### config.mk
export PLATFORM = sky130hd
export DESIGN_NAME = dumbrv_wb_sched
export DESIGN_NICKNAME = d
export VERILOG_FILES = /design/src/rtl/dumbrv_wb_sched_pkg.sv /design/src/rtl/dumbrv_wb_fifo.sv /design/src/rtl/dumbrv_wb_sched.sv
export SDC_FILE = /design/constraint.sdc
export NUM_CORES = 1
export LEC_CHECK = 0
export ABC_AREA = 1
export BUFFER_PORTS_ARGS = -buffer_cell sky130_fd_sc_hd__buf_2
export CAP_MARGIN = 20
export CORE_AREA = 2 2 129 256
export DETAILED_ROUTE_END_ITERATION = 7
export DIE_AREA = 0 0 131 258
export PLACE_DENSITY = 0.59
export SLEW_MARGIN = 0
export SYNTH_ARGS = -nofsm -noshare
export SYNTH_HDL_FRONTEND = slang
export SYNTH_SLANG_ARGS = --single-unit
### constraint.sdc
create_clock -name clk -period 3.9 [get_ports clk]
set_input_delay 0.39 -clock clk [delete_from_list [all_inputs] [get_ports clk]]
set_output_delay 0.39 -clock clk [all_outputs]
set_load 0.05 [all_outputs]
### src/rtl/dumbrv_wb_sched_pkg.sv
// Shared types and constants for the dumbrv writeback scheduler.
package dumbrv_wb_sched_pkg;

  // Source tags carried in each queued entry.
  localparam logic SRC_EX = 1'b0;
  localparam logic SRC_LD = 1'b1;

  // Issue FSM states.
  typedef enum logic [1:0] {
    ST_IDLE  = 2'd0,
    ST_ISSUE = 2'd1,
    ST_WAIT  = 2'd2,
    ST_GAP   = 2'd3
  } state_e;

  // One queued writeback: where it came from, target register, data.
  typedef struct packed {
    logic        src;
    logic [3:0]  rd;
    logic [31:0] value;
  } wb_entry_t;

  // One-hot decode of a register index; x0 never counts as busy.
  function automatic logic [15:0] reg_onehot(input logic [3:0] r);
    logic [15:0] oh;
    oh    = 16'd1 << r;
    oh[0] = 1'b0;
    return oh;
  endfunction

endpackage

### src/rtl/dumbrv_wb_fifo.sv
// Writeback FIFO: in-order storage of pending register-file writes.
module dumbrv_wb_fifo
  import dumbrv_wb_sched_pkg::*;
#(
  parameter int DEPTH = 4
) (
  input  logic                    clk,
  input  logic                    rst_n,
  input  logic                    push_i,
  input  wb_entry_t               push_data_i,
  input  logic                    pop_i,
  output wb_entry_t               head_o,
  output logic [$clog2(DEPTH):0]  count_o,
  output logic [DEPTH-1:0][3:0]   entry_reg_o,
  output logic [DEPTH-1:0]        entry_valid_o
);

  localparam int PW = $clog2(DEPTH);
  localparam int CW = PW + 1;

  wb_entry_t [DEPTH-1:0] mem_q;
  logic [PW-1:0]         wr_ptr_q;
  logic [PW-1:0]         rd_ptr_q;
  logic [CW-1:0]         count_q;
  logic                  do_push;
  logic                  do_pop;

  assign do_push = push_i && (count_q != CW'(DEPTH));
  assign do_pop  = pop_i && (count_q != '0);

  // Storage, power-of-two pointers that wrap naturally, and occupancy count.
  always_ff @(posedge clk or negedge rst_n) begin
    if (!rst_n) begin
      mem_q    <= '0;
      wr_ptr_q <= '0;
      rd_ptr_q <= '0;
      count_q  <= '0;
    end else begin
      if (do_push) begin
        mem_q[wr_ptr_q] <= push_data_i;
        wr_ptr_q        <= wr_ptr_q + PW'(1);
      end
      if (do_pop) begin
        rd_ptr_q <= rd_ptr_q + PW'(1);
      end
      case ({do_push, do_pop})
        2'b10:   count_q <= count_q + CW'(1);
        2'b01:   count_q <= count_q - CW'(1);
        default: count_q <= count_q;
      endcase
    end
  end

  // Expose each slot's register and whether it currently holds a live entry.
  always_comb begin
    for (int i = 0; i < DEPTH; i++) begin
      entry_reg_o[i]   = mem_q[i].rd;
      entry_valid_o[i] = ({1'b0, PW'(i) - rd_ptr_q} < count_q);
    end
  end

  assign head_o  = mem_q[rd_ptr_q];
  assign count_o = count_q;

endmodule

### src/rtl/dumbrv_wb_sched.sv
// Writeback scheduler: arbitrates execute/load results into a FIFO and
// issues them one at a time to the two register-file write ports.
module dumbrv_wb_sched
  import dumbrv_wb_sched_pkg::*;
#(
  parameter int DEPTH = 4
) (
  input  logic        clk,
  input  logic        rst_n,
  input  logic        ex_valid,
  output logic        ex_ready,
  input  logic [3:0]  ex_reg,
  input  logic [31:0] ex_value,
  input  logic        ld_valid,
  output logic        ld_ready,
  input  logic [3:0]  ld_reg,
  input  logic [31:0] ld_value,
  output logic [3:0]  rf_wr1_reg,
  output logic [31:0] rf_wr1_value,
  input  logic        rf_wr1_done,
  output logic [3:0]  rf_wr2_reg,
  output logic [31:0] rf_wr2_value,
  input  logic        rf_wr2_done,
  output logic [15:0] busy_mask,
  output logic        idle,
  output logic        err
);

  localparam int CW = $clog2(DEPTH) + 1;

  state_e               state_q, state_d;
  logic                 rr_q, rr_d;
  logic                 started_q;
  logic                 err_q, err_d;
  wb_entry_t            head;
  wb_entry_t            push_data;
  logic [CW-1:0]        count;
  logic [DEPTH-1:0][3:0] entry_reg;
  logic [DEPTH-1:0]     entry_valid;
  logic                 push;
  logic                 pop;
  logic                 avail;
  logic                 grant_ex;
  logic                 grant_ld;
  logic                 any_done;
  logic                 done_match;
  logic                 done_other;

  dumbrv_wb_fifo #(
    .DEPTH(DEPTH)
  ) u_fifo (
    .clk          (clk),
    .rst_n        (rst_n),
    .push_i       (push),
    .push_data_i  (push_data),
    .pop_i        (pop),
    .head_o       (head),
    .count_o      (count),
    .entry_reg_o  (entry_reg),
    .entry_valid_o(entry_valid)
  );

  // Round-robin arbitration on the registered count; x0 writes are granted but dropped.
  always_comb begin
    avail     = started_q && (count != CW'(DEPTH));
    grant_ld  = avail && ld_valid && (!ex_valid || (rr_q == SRC_LD));
    grant_ex  = avail && ex_valid && (!ld_valid || (rr_q == SRC_EX));
    rr_d      = rr_q;
    push      = 1'b0;
    push_data = '0;
    if (ex_valid && ld_valid && avail) begin
      rr_d = grant_ld ? SRC_EX : SRC_LD;
    end
    if (grant_ld) begin
      push_data = '{src: SRC_LD, rd: ld_reg, value: ld_value};
      push      = (ld_reg != 4'd0);
    end else if (grant_ex) begin
      push_data = '{src: SRC_EX, rd: ex_reg, value: ex_value};
      push      = (ex_reg != 4'd0);
    end
  end

  assign ex_ready = grant_ex;
  assign ld_ready = grant_ld;

  // Issue FSM next state, port drive, pop and protocol-error detection.
  always_comb begin
    state_d      = state_q;
    pop          = 1'b0;
    err_d        = err_q;
    rf_wr1_reg   = '0;
    rf_wr1_value = '0;
    rf_wr2_reg   = '0;
    rf_wr2_value = '0;
    any_done     = rf_wr1_done || rf_wr2_done;
    done_match   = (head.src == SRC_EX) ? rf_wr1_done : rf_wr2_done;
    done_other   = (head.src == SRC_EX) ? rf_wr2_done : rf_wr1_done;
    case (state_q)
      ST_IDLE: begin
        if (count != '0) state_d = ST_ISSUE;
        if (any_done) err_d = 1'b1;
      end
      ST_ISSUE: begin
        if (head.src == SRC_EX) begin
          rf_wr1_reg   = head.rd;
          rf_wr1_value = head.value;
        end else begin
          rf_wr2_reg   = head.rd;
          rf_wr2_value = head.value;
        end
        state_d = ST_WAIT;
        if (any_done) err_d = 1'b1;
      end
      ST_WAIT: begin
        if (head.src == SRC_EX) rf_wr1_value = head.value;
        else                    rf_wr2_value = head.value;
        if (done_match) begin
          state_d = ST_GAP;
          pop     = 1'b1;
        end
        if (done_other) err_d = 1'b1;
      end
      ST_GAP: begin
        state_d = ST_IDLE;
        if (any_done) err_d = 1'b1;
      end
      default: state_d = ST_IDLE;
    endcase
  end

  // Busy registers: every live FIFO slot, which includes the in-flight head.
  always_comb begin
    busy_mask = '0;
    for (int i = 0; i < DEPTH; i++) begin
      if (entry_valid[i]) busy_mask = busy_mask | reg_onehot(entry_reg[i]);
    end
  end

  assign idle = (count == '0) && (state_q == ST_IDLE);
  assign err  = err_q;

  // State, arbitration pointer, post-reset ready enable and sticky error.
  always_ff @(posedge clk or negedge rst_n) begin
    if (!rst_n) begin
      state_q   <= ST_IDLE;
      rr_q      <= SRC_LD;
      started_q <= 1'b0;
      err_q     <= 1'b0;
    end else begin
      state_q   <= state_d;
      rr_q      <= rr_d;
      started_q <= 1'b1;
      err_q     <= err_d;
    end
  end

endmodule

==> qor.log <==
INFO  status         status=completed
INFO  placement      place_worst_setup_slack=0.497ns
INFO  worst_setup_path critical_path.startpoint_type=flip-flop
INFO  synth          synth_top_cell_by_area=sky130_fd_sc_hd__dfrtp_1
INFO  sta            fin_ws=0.388ns
INFO  clock_network  htreeDepth=4
INFO  grt            grt_antenna_before_repair=0
INFO  drt            total_routed_wirelength=33.0mm
INFO  power_and_ir_drop peak_ir_drop_on_the_vdd_network=0.409mV
INFO  drt            dr.first_iter.drc_count=820
INFO  clock_network  clk_transition_reported_paths=0.06ns
INFO  clock_network  clkSinkCount=160
INFO  grt            pin_count_of_the_biggest_net_entering_global_routing=155
INFO  hold_path      timing.hold.worst.class=in -> async
INFO  sta            max_freq=0.285GHz
INFO  clock_network  tritoncts=done
INFO  drt            num_vias=9446
INFO  synth          yosys_register_bits=160
INFO  clock_network  clockBufferDepth=2
INFO  synth          synth.lib_cells_used.distinct=33
INFO  sta            final_total_negative_setup_slack=0ns
INFO  drt            route.met3.wl=1.22mm
INFO  worst_setup_path crit_path_required_time=3.51ns
INFO  placement      placedCellCount=1788
INFO  clock_network  cts_inserted_buffers=17
INFO  sta            clock_skew=0.00914ns
INFO  drt            first_pass_iters=5
INFO  worst_setup_path cp_max_fo=8
INFO  synth          ys.warnings.count=0
INFO  floorplan      floorplan.core_area=0.0320mm²
INFO  synth          area_share_of_the_largest_cell_type_after_synthesis=42.2%
INFO  synth          netlist_area=0.00943mm²
INFO  sta            slew-limit-headroom=33.3%
INFO  floorplan      design.die.area=0.0338mm²
INFO  worst_setup_path crit_path_end_kind=primary output
INFO  drt            met2WireLength=17.8mm
INFO  grt            grt_remaining_overflow=0
INFO  grt            grt_first_pass_wirelength=51.6mm
INFO  cells_and_area area_delta_synth_final=17.1%
INFO  synth          synth_sequential_area_ratio=42.5%
INFO  placement      io_buffers=168
INFO  placement      hpwl=21.5mm
INFO  floorplan      die_width=131µm
INFO  grt            grt_pass1_vias=9107
INFO  drt            drt.antenna.violating_nets=0
INFO  clock_network  cts_post_setup_buffers_inserted=0
INFO  synth          syn-instance-count=1277
INFO  synth          post_synth_main_area_contributors=sky130_fd_sc_hd__dfrtp_1, sky130_fd_sc_hd__nand2_1, sky130_fd_sc_hd__nand4_1
INFO  clock_network  post_cts_hold_buffer_count=0
INFO  synth          synth.net_count=1370
INFO  clock_network  cts-resized-gates=0
INFO  drt            dr.max_layer_used=met4
INFO  sta            layout_min_cycle_time=3.51ns
INFO  sta            hold_violations=0
INFO  sta            max_slew.worst_pin.slew=0.997ns
INFO  cells_and_area layout.nets=1473
INFO  cells_and_area final_cells=1820
INFO  sta            maxSlewViolCount=0
INFO  worst_setup_path critical_path_class=reg -> out
INFO  drt            wl_met1=13.1mm
INFO  worst_setup_path critical_path_arrival=3.12ns
INFO  floorplan      starting_utilization_of_the_core_area=29.5%
INFO  floorplan      num_io_pins=170
INFO  floorplan      floorplan.rows=93
INFO  flow_run       max_cap_viol_count=0
INFO  drt            remaining_drc_errors=0
INFO  sta            rsz0062_at_grt=false
INFO  cells_and_area ff_latch_area=0.00401mm²
INFO  cells_and_area multiInputGateArea=0.00464mm²
INFO  clock_network  insertion_delay=0.44ns
INFO  power_and_ir_drop total_leakage_power=5.85nW
INFO  power_and_ir_drop design_power_total=0.00908W
INFO  cells_and_area drive_gt1_share=16.5%
INFO  sta            final-setup-viol-count=0
INFO  power_and_ir_drop power.density_cell_area=822mW/mm²
INFO  clock_network  cts_root_buf=sky130_fd_sc_hd__clkbuf_16
INFO  drt            routed_via_density=5.19
INFO  placement      finalWeightedCongestion=0.881
INFO  cells_and_area num-fill-cells=3385
INFO  sta            period_share=90.0%
INFO  drt            wl_per_cell=18.1µm
INFO  cells_and_area num_antenna_cells=0
INFO  grt            grt_use_total=19.8%
INFO  floorplan      chipHeight=258µm
INFO  synth          avgSynthCellArea=7.38µm²
## worst max-delay path, cell delays in order (launching register included)
cell,delay [ns]
sky130_fd_sc_hd__dfrtp_1,0.50
sky130_fd_sc_hd__nand2_1,0.24
sky130_fd_sc_hd__inv_1,0.09
sky130_fd_sc_hd__nor2_1,0.13
sky130_fd_sc_hd__inv_1,0.09
sky130_fd_sc_hd__ha_1,0.27
sky130_fd_sc_hd__nand3_1,0.08
sky130_fd_sc_hd__nand2_1,0.07
sky130_fd_sc_hd__nor2_1,0.55
sky130_fd_sc_hd__nand4_1,0.25
sky130_fd_sc_hd__nand4_1,0.16
sky130_fd_sc_hd__buf_2,0.27
## power breakdown
group          switching, W  total (W)  internal [W]
Clock              0.000661    0.00163      0.000971
Combinational       0.00367    0.00475       0.00109
Sequential         0.000430    0.00269       0.00226
## synth_stat cells
cell and count:
sky130_fd_sc_hd__buf_2 15, sky130_fd_sc_hd__clkbuf_1 51, sky130_fd_sc_hd__o21ai_0 42, sky130_fd_sc_hd__nand3_2 1, sky130_fd_sc_hd__nand2_1 437, sky130_fd_sc_hd__nor4_1 1
sky130_fd_sc_hd__dfstp_2 1, sky130_fd_sc_hd__clkinv_1 2, sky130_fd_sc_hd__nand3_4 4, sky130_fd_sc_hd__buf_8 1, sky130_fd_sc_hd__a221oi_1 4, sky130_fd_sc_hd__dfrtp_1 159
sky130_fd_sc_hd__nand4_1 196, sky130_fd_sc_hd__o21ai_4 2, sky130_fd_sc_hd__buf_1 12, sky130_fd_sc_hd__nor2_1 97, sky130_fd_sc_hd__o22ai_1 8, sky130_fd_sc_hd__nand2_2 1
sky130_fd_sc_hd__ha_1 14, sky130_fd_sc_hd__xor2_1 2, sky130_fd_sc_hd__a21oi_1 33, sky130_fd_sc_hd__fa_1 1, sky130_fd_sc_hd__conb_1 2, sky130_fd_sc_hd__buf_4 8
sky130_fd_sc_hd__inv_1 77, sky130_fd_sc_hd__buf_6 12, sky130_fd_sc_hd__nand3_1 31, sky130_fd_sc_hd__nand4_2 1, sky130_fd_sc_hd__a22oi_1 34, sky130_fd_sc_hd__xnor2_1 1
sky130_fd_sc_hd__o21ai_1 1, sky130_fd_sc_hd__nor3_1 25, sky130_fd_sc_hd__inv_2 1
## kinds of logic after synthesis
kind of cell / share of synthesized area, %
simple gates: 38.4
buf+inv: 8.72
flops: 42.5
compound gates: 7.99
fa+ha+maj: 2.07
xor+xnor: 0.279
other cells: 0.0797
## final cells by class
type	instances	area share, %
inverters	80	2.72
clock buffers	25	4.31
repair buffers	183	9.04
clock inverters	7	0.771
well taps	427	4.84
flip-flops and latches	160	36.3
multi-input cells	938	42.0
## placed cells by master, fill, tap and decap left out, types with 17 or more instances in the layout
cell type	netlist	layout
sky130_fd_sc_hd__dfrtp_1	159	158
sky130_fd_sc_hd__a21oi_1	33	33
sky130_fd_sc_hd__nand4_1	196	196
sky130_fd_sc_hd__a22oi_1	34	34
sky130_fd_sc_hd__nor2_1	97	95
sky130_fd_sc_hd__buf_2	15	167
sky130_fd_sc_hd__nand2_1	437	435
sky130_fd_sc_hd__clkbuf_16	0	17
sky130_fd_sc_hd__inv_1	77	77
sky130_fd_sc_hd__nor3_1	25	25
sky130_fd_sc_hd__o21ai_0	42	42
sky130_fd_sc_hd__nand3_1	31	30
## worst paths after layout
check / end / slack [ns] / from / cells past startpoint
worst max-delay path: busy_mask[8] / 0.39 / u_fifo.rd_ptr_q[0] / 11
worst min-delay path: u_fifo.mem_q[91] / 0.01 / rst_n / 1
worst max register to register: u_fifo.mem_q[136] / 0.79 / rr_q / 8
worst min register to register: u_fifo.mem_q[147] / 0.47 / u_fifo.mem_q[147] / 2
max in group asynchronous: u_fifo.entry_reg_o[9] / 2.95 / rst_n / 2
min in group clk: err / 0.19 / rf_wr2_done / 3
## sequential cells by signal, indices dropped and copies added, names as in the netlist
| signal | flops |
|---|---|
| u_fifo.count_o | 3 |
| started_q | 1 |
| u_fifo.entry_reg_o | 16 |
| u_fifo.mem_q | 132 |
| err | 1 |
| u_fifo.wr_ptr_q | 2 |
| state_q | 2 |
| u_fifo.rd_ptr_q | 2 |
| rr_q | 1 |
## stage by stage
| step | hold slack, ns | util (%) | cell area, µm² |
|---|---|---|---|
| finish | 0.0120 | 34.5 | 11000 |
| CTS | 0.0465 | 34.5 | 11000 |
| global route | 0.0695 | 34.5 | 11000 |
| floorplan | 0.0944 | - | 9430 |
| detailed placement | 0.460 | 32.7 | 10500 |
| global placement | 0.457 | 32.7 | 10500 |
## per-layer routing
metal | up-vias | GRT usage (%)
met1 | 4558 | 23.9
met2 | 296 | 35.5
li1 | 4543 | -
met3 | 49 | 2.65
met5 | - | 0
met4 | 0 | 6.74
No activity file was read; power rests on OpenSTA's default activity.
